File: src/rtl/vga_timing_gen.sv
// Parametrised VGA raster timing: hc/vc counters gated by pix_ce, with sync/blank realigned
// to a renderer that returns colour PIPE pixel ticks after the request.
module vga_timing_gen #(
  parameter int unsigned H_ACTIVE = 640,
  parameter int unsigned H_FP     = 16,
  parameter int unsigned H_SYNC   = 96,
  parameter int unsigned H_BP     = 48,
  parameter int unsigned V_ACTIVE = 480,
  parameter int unsigned V_FP     = 10,
  parameter int unsigned V_SYNC   = 2,
  parameter int unsigned V_BP     = 29,
  parameter bit          HS_POL   = 1'b0,
  parameter bit          VS_POL   = 1'b0,
  parameter int unsigned PIPE     = 2,
  parameter int unsigned CW       = 10,
  parameter int unsigned R_W      = 3,
  parameter int unsigned G_W      = 3,
  parameter int unsigned B_W      = 2,
  parameter int unsigned FC_W     = 8
) (
  input  logic            dclk,
  input  logic            clr_n,
  input  logic            pix_ce,
  output logic [CW-1:0]   px_x,
  output logic [CW-1:0]   px_y,
  output logic            px_valid,
  input  logic [R_W-1:0]  r_in,
  input  logic [G_W-1:0]  g_in,
  input  logic [B_W-1:0]  b_in,
  output logic            hsync,
  output logic            vsync,
  output logic            blank,
  output logic [R_W-1:0]  red,
  output logic [G_W-1:0]  green,
  output logic [B_W-1:0]  blue,
  output logic            line_start,
  output logic            frame_start,
  output logic [FC_W-1:0] frame_cnt
);

  localparam int unsigned H_TOTAL = H_SYNC + H_BP + H_ACTIVE + H_FP;
  localparam int unsigned V_TOTAL = V_SYNC + V_BP + V_ACTIVE + V_FP;
  localparam int unsigned DEPTH   = (PIPE == 0) ? 1 : PIPE;

  localparam logic [CW-1:0] H_LAST = CW'(H_TOTAL - 1);
  localparam logic [CW-1:0] V_LAST = CW'(V_TOTAL - 1);
  localparam logic [CW-1:0] H_SYN  = CW'(H_SYNC);
  localparam logic [CW-1:0] V_SYN  = CW'(V_SYNC);
  localparam logic [CW-1:0] H_BEG  = CW'(H_SYNC + H_BP);
  localparam logic [CW-1:0] V_BEG  = CW'(V_SYNC + V_BP);
  localparam logic [CW-1:0] H_END  = CW'(H_SYNC + H_BP + H_ACTIVE);
  localparam logic [CW-1:0] V_END  = CW'(V_SYNC + V_BP + V_ACTIVE);

  // Tap layout: {hsync, vsync, valid}; reset value is sync deasserted, not valid.
  localparam logic [2:0] TAP_RST = {~HS_POL, ~VS_POL, 1'b0};

  initial begin
    if (PIPE > 7) $error("vga_timing_gen: PIPE=%0d out of range 0..7", PIPE);
    if (((H_TOTAL - 1) >> CW) != 0 || ((V_TOTAL - 1) >> CW) != 0)
      $error("vga_timing_gen: CW=%0d too narrow for %0dx%0d totals", CW, H_TOTAL, V_TOTAL);
  end

  logic [CW-1:0] hc_q, vc_q;
  logic          h_wrap, v_wrap, h_act, v_act;
  logic [2:0]    raw, tap;
  logic [2:0]    dly_q [DEPTH];

  assign h_wrap   = (hc_q == H_LAST);
  assign v_wrap   = (vc_q == V_LAST);
  assign h_act    = (hc_q >= H_BEG) && (hc_q < H_END);
  assign v_act    = (vc_q >= V_BEG) && (vc_q < V_END);
  assign px_valid = h_act & v_act;
  assign px_x     = px_valid ? (hc_q - H_BEG) : '0;
  assign px_y     = px_valid ? (vc_q - V_BEG) : '0;

  assign raw = {(hc_q < H_SYN) ? HS_POL : ~HS_POL,
                (vc_q < V_SYN) ? VS_POL : ~VS_POL,
                px_valid};

  always_ff @(posedge dclk or negedge clr_n) begin
    if (!clr_n) begin
      hc_q <= '0;
      vc_q <= '0;
    end else if (pix_ce) begin
      if (h_wrap) begin
        hc_q <= '0;
        vc_q <= v_wrap ? '0 : vc_q + CW'(1);
      end else begin
        hc_q <= hc_q + CW'(1);
      end
    end
  end

  always_ff @(posedge dclk or negedge clr_n) begin
    if (!clr_n) begin
      for (int i = 0; i < int'(DEPTH); i++) dly_q[i] <= TAP_RST;
    end else if (pix_ce) begin
      dly_q[0] <= raw;
      for (int i = 1; i < int'(DEPTH); i++) dly_q[i] <= dly_q[i-1];
    end
  end

  // With PIPE=0 the output registers sample the live decode directly.
  assign tap = (PIPE == 0) ? raw : dly_q[DEPTH-1];

  always_ff @(posedge dclk or negedge clr_n) begin
    if (!clr_n) begin
      hsync <= ~HS_POL;
      vsync <= ~VS_POL;
      blank <= 1'b1;
      red   <= '0;
      green <= '0;
      blue  <= '0;
    end else if (pix_ce) begin
      hsync <= tap[2];
      vsync <= tap[1];
      blank <= ~tap[0];
      red   <= tap[0] ? r_in : '0;
      green <= tap[0] ? g_in : '0;
      blue  <= tap[0] ? b_in : '0;
    end
  end

  // Strobes update every dclk so they last exactly one cycle even when pix_ce is sparse.
  always_ff @(posedge dclk or negedge clr_n) begin
    if (!clr_n) begin
      line_start  <= 1'b0;
      frame_start <= 1'b0;
      frame_cnt   <= '0;
    end else begin
      line_start  <= pix_ce & h_wrap;
      frame_start <= pix_ce & h_wrap & v_wrap;
      if (pix_ce && h_wrap && v_wrap) frame_cnt <= frame_cnt + FC_W'(1);
    end
  end

endmodule

File: config.mk
export PLATFORM = sky130hd
export DESIGN_NAME = vga_timing_gen
export DESIGN_NICKNAME = d
export VERILOG_FILES = /design/src/rtl/vga_timing_gen.sv
export SDC_FILE = /design/constraint.sdc
export NUM_CORES = 1
export LEC_CHECK = 0
export CORE_ASPECT_RATIO = 1.4
export CORE_MARGIN = 3
export CORE_UTILIZATION = 40
export CTS_CLUSTER_SIZE = 25
export DETAILED_ROUTE_END_ITERATION = 8
export PLACE_DENSITY = 0.67
export SYNTH_ARGS = -nofsm -noshare
export SYNTH_HDL_FRONTEND = slang
export SYNTH_SLANG_ARGS = --single-unit
File: constraint.sdc
create_clock -name dclk -period 2 [get_ports dclk]
set_input_delay 0.2 -clock dclk [delete_from_list [all_inputs] [get_ports dclk]]
set_output_delay 0.2 -clock dclk [all_outputs]
set_load 0.02 [all_outputs]
==> PnR_summary.wiki <==
{| class="wikitable"
! Metric !! Value
|-
| Top_reg_cell synth || dfrtp_1
|-
| Met2 global-route usage || 31.0%
|-
| Violations in the final reports || setup timing
|-
| Worst max-slew margin expressed relative to the limit || 69.2%
|-
| Num CTS Buffers || 5
|-
| Area of the core || 6250 um2
|-
| Status || complete, but fails checks
|-
| Commonest cells post-synth || dfrtp_1 (40), nor2_1 (28), inv_1 (24), nand3_1 (20), nand2_1 (17)
|-
| Initial cell density of the core || 41.2%
|-
| GRT met3 Usage || 3.49%
|-
| Peak supply drop || 0.545 mV
|-
| Post-detailed-routing wire length || 6310 um
|-
| Global-route track usage on met1 || 24.5%
|-
| Seq cells post-synth || 47
|-
| Maximum number of pins on one net before global-route repair || 36
|-
| Gate count after technology mapping || 272
|-
| Classification of the worst setup path || reg -> out
|-
| Sort of element at the start of the critical path || flip-flop
|-
| Final cell count without fillers || 453
|-
| Worst Setup Slack post-DPL || -0.722 ns
|-
| Root cell of the clock tree || clkbuf_8
|-
| Remaining global-route overflow || 0
|-
| Share of async-settable or async-resettable flops after synthesis || 100%
|-
| Routed via count divided by cell count || 5.04
|-
| DRC marker count from the first detailed-route iteration || 73
|-
| Routing layer with the top usage in global route || met2
|-
| CTS clock-pin slew for the worst setup and hold paths || 0.09 ns
|-
| Critical path endpoint category || output port
|-
| Area Overhead vs Synth || 53.3%
|-
| Final net count || 399
|-
| Maximum fanout count along the critical path || 7
|-
| Post-synthesis instance area || 2580 um2
|-
| Level count of the clock H-tree || 2
|-
| WL per Instance || 13.9 um
|-
| Worst Hold Class || in -> async
|-
| Leakage power summed over all cells || 1.71 nW
|-
| Top-area cell type share of the netlist area || 38.8%
|-
| Share of the yosys chip area belonging to registers || 46.0%
|-
| Final hold violations || 0
|-
| Arrival @ worst endpoint || 2.35 ns
|-
| Required @ worst endpoint || 1.80 ns
|-
| Io pins || 53
|-
| Fraction of layout instances using a drive strength above 1 || 38.3%
|-
| RSZ-0062 raised after global routing || yes
|-
| Die span in x || 73.8 um
|-
| Power density over cell area || 601 nW/um2
|-
| Die extent in y || 101 um
|-
| Via count of the first global-routing pass || 2,406
|-
| Detailed-routing iteration count for the pre-antenna-repair pass || 4
|-
| Final TNS setup || -10.33 ns
|-
| Ranking of synthesized cells by area || dfrtp_1 (39%), dfstp_2 (7.1%), xnor2_1 (4.8%), nor2_1 (4.1%), ha_1 (3.9%)
|-
| Clk sink count || 47
|-
| Count of input and output buffers || 52
|-
| Total instance count after detailed placement || 434
|-
| Number of antenna violations at the first check in global routing || 0
|-
| Max-cap check violation count || 0
|-
| Maximum achievable frequency || 0.392 GHz
|-
| Count of flip-flops with a built-in enable after synthesis || 0
|-
| Clock latency at the later pin of the worst-skew pair || 0.30 ns
|-
| Tot GR Track Use || 18.8%
|-
| Slew at the pin with the worst max-slew slack || 0.462 ns
|-
| Remaining antenna violation count after routing || 0
|-
| Final GP Congestion || 0.865
|-
| DRC Markers || 0
|-
| Final Cycle Share || 128%
|-
| Site Rows || 34
|-
| Final Max Tran Viols || 0
|-
| Die ar. || 7460 um2
|-
| Multi-input gate area in the final layout || 1450 um2
|-
| Post-Syn Nets || 291
|-
| Number of warnings issued by yosys || 0
|-
| Fillers || 492
|-
| Most frequent cell after synthesis || dfrtp_1
|-
| Wire length of the first global-routing pass || 11,100 um
|-
| Longest Clk Path Bufs || 2
|-
| Post-route minimum period || 2.55 ns
|-
| DR vias || 2,284
|-
| Detailed placer's ending HPWL || 4620 um
|-
| Final setup violation count || 22
|-
| Top cell type by total area after synthesis || dfrtp_1
|-
| Smallest setup slack after layout || -0.553 ns
|-
| Avg Cell Area, Syn || 9.48 um2
|-
| Worst clock skew || 0.00845 ns
|-
| Unique cell type count in the Yosys netlist || 45
|-
| Clock tree from TritonCTS || built
|-
| Number of antenna diodes || 0
|-
| Register Area || 1190 um2
|}
==> worst paths after layout <==
path	start	to	slack [ns]	depth (start not counted)
max	hc_q[5]	px_x[0]	-0.55	9
min	clr_n	vc_q[6]	0.37	2
max reg2reg	hc_q[5]	dly_q[3]	-0.04	8
min reg2reg	blank	blank	0.47	2
max in group asynchronous	clr_n	blank	1.03	3
min in group dclk	blank	blank	0.47	2
==> routing by layer <==
metal,routed length (um),up-vias
li1,-,1138
met1,2810,1097
met2,3250,43
met3,187,6
met4,65,0
met5,0,-
==> sequential cells by signal, summed over array words and instances (netlist names) <==
register	count
tap	3
vc_q	10
vsync	1
blue	2
hc_q	10
dly_q	3
line_start	1
frame_cnt	8
blank	1
frame_start	1
hsync	1
red	3
green	3
==> area by class of cell <==
cell class | count | share of cell area (%)
clock inverter | 1 | 0.127
tap | 72 | 2.28
timing repair buffer | 117 | 26.6
multi-input combinational | 185 | 36.7
inverter | 24 | 2.28
sequential | 47 | 30.0
clock buffer | 7 | 1.93
==> metrics by stage <==
step / util (%) / hold WS (ns) / power [mW] / area, um2
after floorplan: - / -0.0956 / 1.46 / 2750
after global placement: 59.0 / 0.177 / 1.74 / 3690
after detailed placement: 59.0 / 0.177 / 1.75 / 3690
after CTS: 62.3 / 0.386 / 2.37 / 3890
after global routing: 63.2 / 0.401 / 2.52 / 3950
final: 63.2 / 0.375 / 2.37 / 3950
==> report_power, final <==
| group | switching [mW] | internal [mW] |
|---|---|---|
| Sequential | 0.0391 | 1.01 |
| Combinational | 0.391 | 0.383 |
| Clock | 0.302 | 0.246 |
==> what timing repair did <==
action / in CTS / in global routing
buffers inserted: 8 / 4
endpoints found under the setup margin: 22 / 26
hold buffers: 1 / 0
resized for setup: 134 / 8
pin swaps: 6 / 4
cloned: 0 / 0
hold endpoints to repair: 14 / 0
==> worst max-delay path, stage by stage (launching register included) <==
cell      delay [ns]
dfrtp_1         0.39
inv_2           0.10
ha_4            0.15
or4bb_4         0.56
a21boi_4        0.19
o211ai_4        0.15
buf_6           0.17
buf_12          0.14
nor2_4          0.09
buf_6           0.12
==> cells by family after synthesis <==
kind of cell	share of synthesized area, %
and+or+nand+nor	22.9
DFF	46.0
AOI/OAI and AO/OA	9.61
buffers and inverters	6.75
xor gates and xnor gates	7.48
muxes	3.40
adders and majority gates	3.88
==> cell usage in the layout, fill, tap and decap left out, types with 14 or more instances in the layout <==
master / instances
buf_6: 23
clkdlybuf4s50_1: 30
dfrtp_1: 39
nand3_1: 19
xnor2_1: 14
o21ai_0: 15
buf_4: 61
nand2_1: 16
nor2_4: 15
inv_1: 20
Note: power is estimated with default switching activity, not from simulation.
